===== src/rtl/press_classify.sv =====
// Press classifier: measures high/low run lengths of a debounced level and reports
// SHORT, LONG or DOUBLE presses through a one-entry valid/ready event buffer.
module press_classify #(
    parameter int CW     = 8,
    parameter int LONG_T = 100,
    parameter int DBL_T  = 50
) (
    input  logic       clk,
    input  logic       rst,
    input  logic       i,
    output logic       evt_valid,
    output logic [1:0] evt_code,
    input  logic       evt_ready,
    output logic       ovf
);

    typedef enum logic [2:0] {
        IDLE,
        HIGH1,
        GAP,
        HIGH2,
        WAIT_REL
    } state_t;

    typedef enum logic [1:0] {
        EV_NONE   = 2'b00,
        EV_SHORT  = 2'b01,
        EV_LONG   = 2'b10,
        EV_DOUBLE = 2'b11
    } code_t;

    localparam logic [CW-1:0] ONE       = CW'(1);
    localparam logic [CW-1:0] LONG_LAST = CW'(LONG_T - 1);
    localparam logic [CW-1:0] DBL_LAST  = CW'(DBL_T - 1);

    state_t        state, state_nxt;
    logic [CW-1:0] cnt, cnt_nxt;
    logic          emit;
    code_t         emit_code;

    // NOTE: every output of this block gets a default first, so no path can infer a latch.
    always_comb begin
        state_nxt = state;
        cnt_nxt   = cnt;
        emit      = 1'b0;
        emit_code = EV_NONE;
        case (state)
            IDLE: begin
                if (i) begin
                    state_nxt = HIGH1;
                    cnt_nxt   = ONE;
                end
            end
            HIGH1: begin
                if (!i) begin
                    state_nxt = GAP;
                    cnt_nxt   = ONE;
                end else if (cnt == LONG_LAST) begin
                    emit      = 1'b1;
                    emit_code = EV_LONG;
                    state_nxt = WAIT_REL;
                end else begin
                    cnt_nxt = cnt + ONE;
                end
            end
            GAP: begin
                if (i) begin
                    state_nxt = HIGH2;
                end else if (cnt == DBL_LAST) begin
                    emit      = 1'b1;
                    emit_code = EV_SHORT;
                    state_nxt = IDLE;
                end else begin
                    cnt_nxt = cnt + ONE;
                end
            end
            HIGH2: begin
                if (!i) begin
                    emit      = 1'b1;
                    emit_code = EV_DOUBLE;
                    state_nxt = IDLE;
                end
            end
            WAIT_REL: begin
                if (!i) state_nxt = IDLE;
            end
            default: begin
                state_nxt = IDLE;
                cnt_nxt   = '0;
            end
        endcase
    end

    // NOTE: state registers use non-blocking assignments so every flop samples pre-edge values.
    always_ff @(posedge clk) begin
        if (!rst) begin
            state <= IDLE;
            cnt   <= '0;
        end else begin
            state <= state_nxt;
            cnt   <= cnt_nxt;
        end
    end

    // A new event may replace the held one only when that one is popped in the same cycle;
    // otherwise it is dropped and the loss is remembered in ovf until reset.
    always_ff @(posedge clk) begin
        if (!rst) begin
            evt_valid <= 1'b0;
            evt_code  <= EV_NONE;
            ovf       <= 1'b0;
        end else if (emit) begin
            if (!evt_valid || evt_ready) begin
                evt_valid <= 1'b1;
                evt_code  <= emit_code;
            end else begin
                ovf <= 1'b1;
            end
        end else if (evt_valid && evt_ready) begin
            evt_valid <= 1'b0;
        end
    end

endmodule


===== config.mk =====
export PLATFORM = sky130hd
export DESIGN_NAME = press_classify
export DESIGN_NICKNAME = d
export VERILOG_FILES = /design/src/rtl/press_classify.sv
export SDC_FILE = /design/constraint.sdc
export NUM_CORES = 1
export LEC_CHECK = 0
export ABC_CLOCK_PERIOD_IN_PS = 4640
export CORE_MARGIN = 2
export CORE_UTILIZATION = 59
export CTS_BUF_LIST = sky130_fd_sc_hd__clkbuf_16
export CTS_CLUSTER_SIZE = 24
export DETAILED_ROUTE_END_ITERATION = 8
export GPL_TIMING_DRIVEN = 0
export PLACE_DENSITY = 0.79
export REMOVE_ABC_BUFFERS = 1
export SLEW_MARGIN = 10
export SYNTH_ARGS = -nofsm -noshare
export SYNTH_HDL_FRONTEND = slang
export SYNTH_SLANG_ARGS = --single-unit

===== constraint.sdc =====
create_clock -name clk -period 4.64 [get_ports clk]
set_input_delay 0.928 -clock clk [delete_from_list [all_inputs] [get_ports clk]]
set_output_delay 0.928 -clock clk [all_outputs]
set_load 0.1 [all_outputs]

==> results_dict.tcl, run 1 <==
set metrics [dict create \
    synth_top_cells_by_count "15 x dfxtp_1, 14 x a21oi_1, 6 x inv_1, 6 x nand3_1, 6 x o21ai_0" \
    yosysSeqAreaShare_pct 32.92 \
    layout-drive-gt1-share_pct 5.932 \
    synthCells 111 \
    setup_tns_ps 0 \
    dpl.cell_count 130 \
    postCtsResizedCells 0 \
    leakage_nw 0.3485 \
    async_flop_share_pct 0 \
    rsz0062_at_grt "no" \
    worstSetupPathType "reg2out" \
    preCtsSetupSlack_ps 1908 \
    postCtsHoldBufs 0 \
    crit_path_max_fanout 2 \
    fin_crit_ps 2647 \
    vias_per_cell 6.716 \
    whs_ps 464.8 \
    io_pins 8 \
    routed_wl_um 2176 \
    synthesis.yosys.warnings 0 \
    path_buf_inv 1 \
    crit_family "buffers and inverters" \
    fin_crit_sh_pct 57.04 \
    grt_pass1_wl_um 3477 \
    antenna_cells 0 \
    yosys-top-cells-area "dfxtp_1 33%, a21oi_1 7.7%, or3_1 3.4%" \
    cts-buffers-inserted 3 \
    power.density_mw_per_mm2 333.3 \
    cp_slowest_cell "clkdlybuf4s50_1" \
    critPathLaunchType "flip-flop" \
    max_stage_delay_ps 1130 \
    synthAdderAreaFrac_pct 2.743 \
    hold_path.class "reg2reg" \
    vias 900 \
    ys_ff_latch 15 \
    clk_pin_slew_ps 50 \
    worst_slack_ps 1993 \
    grt_use_total_pct 24.91 \
    synth-compound-area-share_pct 28.94 \
    dieArea_mm2 0.001877 \
    yosys.cell_count.top_type "dfxtp_1" \
    overflow 0 \
    final_area_mm2 0.001057 \
    stdcell_count 134 \
    yosysTopAreaCell "dfxtp_1" \
    dpl_cell_area_um2 977.2 \
    fmax_mhz 377.8 \
    die_w_um 43.32 \
    hold_viol_final 0 \
    synth_top_family_by_area "simple AND/OR/NAND/NOR gates" \
    synth.distinct_cells 46 \
    cts_tree "done" \
    h-tree-depth 1 \
    synth_edf_count 0 \
    cts_root_buffer "clkbuf_16" \
    drv_slew 0 \
    dp_hpwl_um 1417 \
    dr.pass1.iters 4 \
    core_mm2 0.001471 \
    final_core_util_pct 71.85 \
    status "completed" \
    num_rows 14 \
    gp_congestion 0.8239 \
    muxShareOfSynthArea_pct 1.097 \
    finalClockSkew_ps 2.759 \
    cts_max_path_buffers 2 \
    nets 125 \
    syn_to_final_growth_pct 15.91 \
    relSlewSlack_pct 35.26 \
    synthDominantCellAreaShare_pct 32.92 \
    finalPower_mw 0.3523 \
    grt_start_max_net_pins 18 \
    die_y_um 43.32 \
    required_ps 3710 \
    synth_xor_area_share_pct 0 \
    drt_iter0_drc 34 \
    clock_latency_ps 250 \
    cts_setup_buffers 0 \
    io_buffers 7 \
    antenna_found_initial 0 \
    ant_nets 0 \
    synth_area_per_cell_um2 8.217 \
    synth-simple-area-share_pct 29.08 \
    endpoint_kind "output pin" \
    drc 0 \
    grt_pass1_vias 797 \
    tightest_slew_ps 968.1 \
    setup_viol 0 \
    wire_per_inst_um 16.24 \
    ir_worst_vdd_uv 224.8 \
    syn_area_um2 912.1 \
    maxCapViolCount 0 \
    path_cells "clkdlybuf4s50_1" \
    start_util_pct 61.99 \
    crit_arrival_ps 1720 \
    synth_ff_type "dfxtp_1" \
    cts.sinks 15 \
]
## cells by family after synthesis
kind of cell,count (synthesis)
buf+inv,10
flops,15
fa+ha+maj,2
simple gates,44
compound gates,39
mux,1
## layout by cell type (no fill, tap or decap), types with 2 or more instances in the layout
| master | count |
|---|---|
| nor4_1 | 2 |
| o31ai_1 | 2 |
| nor2_1 | 5 |
| nor2b_1 | 4 |
| nand3_1 | 6 |
| dfxtp_1 | 15 |
| inv_1 | 6 |
| a21oi_1 | 14 |
| clkbuf_16 | 3 |
| or3_1 | 5 |
| or4_1 | 2 |
| nand4b_1 | 2 |
| o21ai_0 | 6 |
| nand2_1 | 4 |
| nor3_1 | 4 |
| ha_1 | 2 |
| clkdlybuf4s50_1 | 7 |
## report_power, final
| part | total (mW) | switching (mW) | leakage (nW) | internal, mW |
|---|---|---|---|---|
| sequential | 0.142 | 0.00877 | 0.122 | 0.133 |
| combinational | 0.0401 | 0.0237 | 0.186 | 0.0164 |
| clock | 0.171 | 0.0554 | 0.0409 | 0.115 |
| total | 0.352 | 0.0879 | 0.349 | 0.264 |
## routing by layer
layer / share of wire [%] / up-vias / GRT usage, % / wire [µm]
met5: 0 / - / 0 / 0
met4: 3.4 / 0 / 13.33 / 74
met3: 8.1 / 10 / 4.255 / 176
met2: 44 / 47 / 37.61 / 961
met1: 44 / 401 / 33.77 / 963
li1: - / 442 / - / -
## worst paths after layout
kind | startpoint | end | slack [ps] | cells past startpoint
worst max-delay path | evt_code[0] | evt_code[0] | 1990 | 1
worst min-delay path | ovf | ovf | 460 | 2
worst max register to register | state[1] | evt_code[1] | 2850 | 4
worst min register to register | ovf | ovf | 460 | 2
## flip-flops by register name, summed over array words and instances (netlist names)
| signal | cells |
|---|---|
| ovf | 1 |
| evt_code | 2 |
| cnt | 8 |
| evt_valid | 1 |
| state | 3 |
## layout make-up
| type | instances | area (µm²) |
|---|---|---|
| Clock inverter | 1 | 5.005 |
| Inverter | 6 | 22.52 |
| Clock buffer | 3 | 75.07 |
| Sequential cell | 15 | 300.3 |
| Timing Repair Buffer | 7 | 70.07 |
| Multi-Input combinational cell | 86 | 564.3 |
| Fill cell | 122 | 414.1 |
| Tap cell | 16 | 20.02 |
(Power assumes the default switching activity.)
==> run 2, diff against run 1 <==
Settings changed: ABC_CLOCK_PERIOD_IN_PS 4640 to 2480, CORE_UTILIZATION 59 to 55, PLACE_DENSITY 0.79 to 0.75.
Clock period 4.64 ns to 2.48 ns, I/O delays scaled along.
==> results_dict.tcl, run 2 (synthesized netlist as in run 1, its figures left out) <==
set metrics [dict create \
    die_y_um 44.73 \
    drt_iter0_drc 46 \
    endpoint_kind "output pin" \
    largest_reg_flops 8 \
    dr.pass1.iters 4 \
    antenna_cells 0 \
    gp_congestion 0.8167 \
    grt_pass1_vias 794 \
    worstSetupStartpoint "evt_code[0]" \
    cts.sinks 15 \
    leakage_nw 0.3485 \
    nets 125 \
    fillers 121 \
    die_w_um 44.73 \
    fmax_mhz 454.6 \
    seqPwrFrac_pct 40.9 \
    rsz0062_at_grt "no" \
    setup_viol 0 \
    fin_crit_ps 2200 \
    postCtsHoldBufs 0 \
    layout-drive-gt1-share_pct 5.932 \
    antenna_found_initial 0 \
    drc 0 \
    finalClockSkew_ps 3.423 \
    fin_crit_sh_pct 88.71 \
    clock_latency_ps 240 \
    h-tree-depth 1 \
    hold_viol_final 0 \
    crit_path_max_fanout 2 \
    p_int_mw 0.4940 \
    syn_to_final_growth_pct 15.91 \
    crit_arrival_ps 1700 \
    cp_slowest_cell "clkdlybuf4s50_1" \
    ir_worst_vdd_uv 427.6 \
    combinationalPowerShare_pct 11.4 \
    grt_start_max_net_pins 18 \
    num_rows 14 \
    drv_slew 0 \
    min_from "ovf" \
    critPathLaunchType "flip-flop" \
    grt_use_total_pct 23.72 \
    cts_setup_buffers 0 \
    rr_startpoint "cnt[0]" \
    hold_path.class "reg2reg" \
    final_area_mm2 0.001057 \
    overflow 0 \
    status "completed" \
    swShare_pct 23.60 \
    dieArea_mm2 0.002000 \
    relSlewSlack_pct 35.51 \
    io_pins 8 \
    start_util_pct 59.85 \
    routed_wl_um 2038 \
    grt_pass1_wl_um 3546 \
    io_buffers 7 \
    ant_nets 0 \
    worstSetupPathType "reg2out" \
    ff_latch_area_um2 300.3 \
    largest-register "cnt" \
    p_sw_mw 0.1526 \
    required_ps 1980 \
    max_stage_delay_ps 1130 \
    reg_top3 "cnt x8, state x3, evt_code x2" \
    vias 915 \
    final_common_cell "dfxtp_1" \
    clk_pin_slew_ps 50 \
    path_cells "clkdlybuf4s50_1" \
    multi_input_area_um2 564.3 \
    setup_tns_ps 0 \
    maxCapViolCount 0 \
    cts_tree "done" \
    cts-buffers-inserted 3 \
    dpl_cell_area_um2 977.2 \
    postCtsResizedCells 0 \
    crit_family "buffers and inverters" \
    cts_max_path_buffers 2 \
    tightest_slew_ps 964.3 \
    vias_per_cell 6.828 \
    wire_per_inst_um 15.21 \
    power.density_mw_per_mm2 611.6 \
    final_cell_mix "15 x dfxtp_1, 14 x a21oi_1, 7 x clkdlybuf4s50_1" \
    core_mm2 0.001524 \
    p_clk_share_pct 47.7 \
    cts_root_buffer "clkbuf_16" \
    path_buf_inv 1 \
    dp_hpwl_um 1384 \
]
## run 2: area by class of cell
cell class / instances / area share [%]
clock inverter: 1 / 0.4734
clock buffer: 3 / 7.101
inverter: 6 / 2.130
timing repair buffer: 7 / 6.627
tap: 16 / 1.893
multi-input combinational: 86 / 53.37
sequential: 15 / 28.40
## run 2: through the flow
stage / utilization, % / total power, mW / std cells / hold slack, ps / worst slack, ps
6_report: 69.38 / 0.6466 / 134 / 460.3 / 280.1
5_1_grt: 69.38 / 0.6763 / 134 / 476.2 / 246.9
4_1_cts: 69.38 / 0.6504 / 134 / 468.0 / 275.8
3_5_place_dp: 64.12 / 0.3412 / 130 / 450.8 / 151.1
3_3_place_gp: 64.12 / 0.3390 / 130 / 439.8 / 201.6
2_1_floorplan: - / 0.3182 / 107 / 465.3 / 814.5
## run 2: path summary, 6_finish.rpt
kind            endpoint  slack [ps]  depth (start not counted)
max          evt_code[0]         280                          1
min                  ovf         460                          2
max reg2reg       cnt[0]         670                          5
min reg2reg          ovf         460                          2
## run 2: routing by layer
| metal | global-route usage (%) | vias up | wire length, µm |
|---|---|---|---|
| li1 | - | 444 | - |
| met1 | 33.42 | 433 | 982 |
| met2 | 37.10 | 36 | 923 |
| met3 | 3.600 | 2 | 117 |
| met4 | 7.879 | 0 | 14 |
| met5 | 0 | - | 0 |
## run 2: power by group through the flow
stage / Sequential [mW] / Combinational (mW) / Clock, mW
after floorplan: 0.269 / 0.0493 / 0
after global placement: 0.269 / 0.0705 / 0
after detailed placement: 0.269 / 0.0725 / 0
after CTS: 0.264 / 0.0733 / 0.313
after global routing: 0.266 / 0.0832 / 0.327
final: 0.264 / 0.0738 / 0.308
==> run 3, diff against run 2 <==
Settings changed: ABC_AREA set to 1, CORE_ASPECT_RATIO set to 0.7, CORE_UTILIZATION 55 to 57, PLACE_DENSITY 0.75 to 0.76.
==> results_dict.tcl, run 3 <==
set metrics [dict create \
    status "complete, but fails checks" \
    violations "design-rule violations" \
    synthCells 182 \
    leakage_nw 0.5992 \
    antenna_found_initial 0 \
    routed.top_layer "met4" \
    path_buf_inv 1 \
    synth_xor_area_share_pct 0.7769 \
    synth-simple-area-share_pct 53.16 \
    maxCapViolCount 0 \
    rrSetupSlack_ps 800 \
    vias 1158 \
    cts-buffers-inserted 3 \
    io_buffers 7 \
    dr.pass1.iters 6 \
    rsz0062_at_grt "no" \
    max_stage_delay_ps 1150 \
    tightest_slew_ps 989.6 \
    drt_iter0_drc 74 \
    hold_depth 2 \
    clock_latency_ps 240 \
    cts.sinks 15 \
    synthesis.yosys.warnings 0 \
    dpl_cell_area_mm2 0.001205 \
    p_clk_share_pct 25.3 \
    die_w_um 57.16 \
    start_util_pct 60.80 \
    h-tree-depth 1 \
    grt_use_total_pct 24.00 \
    worstSetupPathType "reg2out" \
    synth.distinct_cells 24 \
    largest_reg_flops 8 \
    largest-register "cnt" \
    relSlewSlack_pct 33.82 \
    grt_pass1_vias 962 \
    yosysTopAreaCell "dfxtp_1" \
    syn_to_final_growth_pct 13.87 \
    final_core_util_pct 69.23 \
    required_ps 1980 \
    cp_slowest_cell "clkdlybuf4s50_1" \
    reg2reg_depth 10 \
    min_from "evt_code[0]" \
    antenna_cells 0 \
    synth_top_cells_by_count "56 x nand2_1, 23 x nor2_1, 18 x inv_1, 18 x nand3_1, 15 x dfxtp_1" \
    synth_top_family_by_area "simple AND/OR/NAND/NOR gates" \
    ys_ff_latch 15 \
    crit_family "buffers and inverters" \
    fillers 161 \
    muxShareOfSynthArea_pct 0 \
    p_sw_mw 0.5376 \
    final_cell_mix "56 x nand2_1, 23 x nor2_1, 19 x inv_1" \
    synthDominantCellAreaShare_pct 26.64 \
    ir_worst_vdd_uv 742.3 \
    rr_startpoint "cnt[0]" \
    yosysSeqAreaShare_pct 26.64 \
    whs_ps 461.3 \
    wl_met3_um 227 \
    routed_wl_um 2557 \
    wire_per_inst_um 12.06 \
    synth-compound-area-share_pct 6.659 \
    fmax_mhz 450.2 \
    final_area_mm2 0.001284 \
    finalClockSkew_ps 2.065 \
    cts_root_buffer "clkbuf_16" \
    cts_tree "done" \
    endpoint_kind "output pin" \
    setup_viol 0 \
    syn_area_mm2 0.001127 \
    yosys.cell_count.top_type "nand2_1" \
    hold_path.class "reg2reg" \
    preCtsSetupSlack_ps 352.9 \
    overflow 0 \
    rr_endpoint "cnt[1]" \
    swShare_pct 44.22 \
    synth_edf_count 0 \
    synth_ff_type "dfxtp_1" \
    final_common_cell "nand2_1" \
    combinationalPowerShare_pct 46.7 \
    io_pins 8 \
    p_int_mw 0.6781 \
    critPathLaunchType "flip-flop" \
    wl_met2_um 1128 \
    drv_slew 0 \
    dpl.cell_count 208 \
    cts_max_path_buffers 2 \
    finalPower_mw 1.216 \
    dieArea_mm2 0.002355 \
    cts_setup_buffers 0 \
    path_cells "clkdlybuf4s50_1" \
    nets 197 \
    fin_crit_sh_pct 89.56 \
    postCtsHoldBufs 0 \
    power.density_mw_per_mm2 947.0 \
    worst_slack_ps 258.8 \
    reg_top3 "cnt x8, state x3, evt_code x2" \
    crit_path_max_fanout 2 \
    postCtsResizedCells 0 \
    synth_area_per_cell_um2 6.194 \
    vias_per_cell 5.462 \
    num_rows 13 \
    setup_tns_ps 0 \
    ant_nets 0 \
    grt_pass1_wl_um 4133 \
    crit_arrival_ps 1730 \
    synthAdderAreaFrac_pct 2.220 \
    clk_pin_slew_ps 50 \
    async_flop_share_pct 0 \
    grt_start_max_net_pins 13 \
    dp_hpwl_um 1918 \
    drt-met1-wl_um 1109 \
    yosys-top-cells-area "dfxtp_1 27%, nand2_1 19%, nand3_1 8.0%" \
    hold_viol_final 0 \
    fin_crit_ps 2221 \
    drc 2 \
    gp_congestion 0.8689 \
    stdcell_count 212 \
    die_y_um 41.21 \
    whs_endpoint "evt_code[0]" \
    seqPwrFrac_pct 28.1 \
    layout-drive-gt1-share_pct 14.21 \
    core_mm2 0.001854 \
]
run 3: cell types whose count changed after synthesis, sizes merged, moves of 2 or more:
cell / before / now
a21oi: 14 / 10
inv: 6 / 25
nand2: 4 / 64
nand3: 6 / 21
nand4: 1 / 5
nand4b: 2 / 0
nor2: 5 / 28
nor2b: 4 / 0
nor3: 4 / 1
nor4: 2 / 0
o21ai: 7 / 5
o31ai: 2 / 0
or3: 5 / 0
or4: 2 / 0
run 3: logic make-up after synthesis:
family / Yosys count
compound gates: 15
buf+inv: 29
flops: 15
xor+xnor: 1
fa+ha+maj: 2
simple gates: 120
run 3: how the worst max path moves through the flow:
stage	start	endpoint	slack, ps	depth (start not counted)
2_1_floorplan	evt_valid	evt_code[0]	910	6
3_3_place_gp	i	cnt[1]	380	10
3_5_place_dp	i	cnt[1]	350	10
4_1_cts	evt_code[1]	evt_code[1]	260	1
5_1_grt	evt_code[1]	evt_code[1]	240	1
6_report	evt_code[1]	evt_code[1]	260	1
run 3: area by class of cell:
class,count,area [µm²],share of cell area (%)
clock buffer,3,75.07,5.848
clock inverter,1,3.754,0.2924
inverter,26,98.84,7.700
multi-input combinational,138,708.2,55.17
sequential,15,300.3,23.39
tap,22,27.53,2.144
timing repair buffer,7,70.07,5.458
run 3: power by group through the flow:
stage | logic [mW] | clock network, mW | registers (mW)
after floorplan | 0.435 | 0 | 0.341
after global placement | 0.538 | 0 | 0.341
after detailed placement | 0.553 | 0 | 0.343
after CTS | 0.560 | 0.310 | 0.339
after global routing | 0.625 | 0.321 | 0.349
final | 0.567 | 0.307 | 0.341
run 3: metal layers:
layer / vias up / global-route usage (%)
li1: 590 / -
met1: 506 / 28.23
met2: 52 / 42.24
met3: 10 / 5.678
met4: 0 / 13.37
met5: - / 0
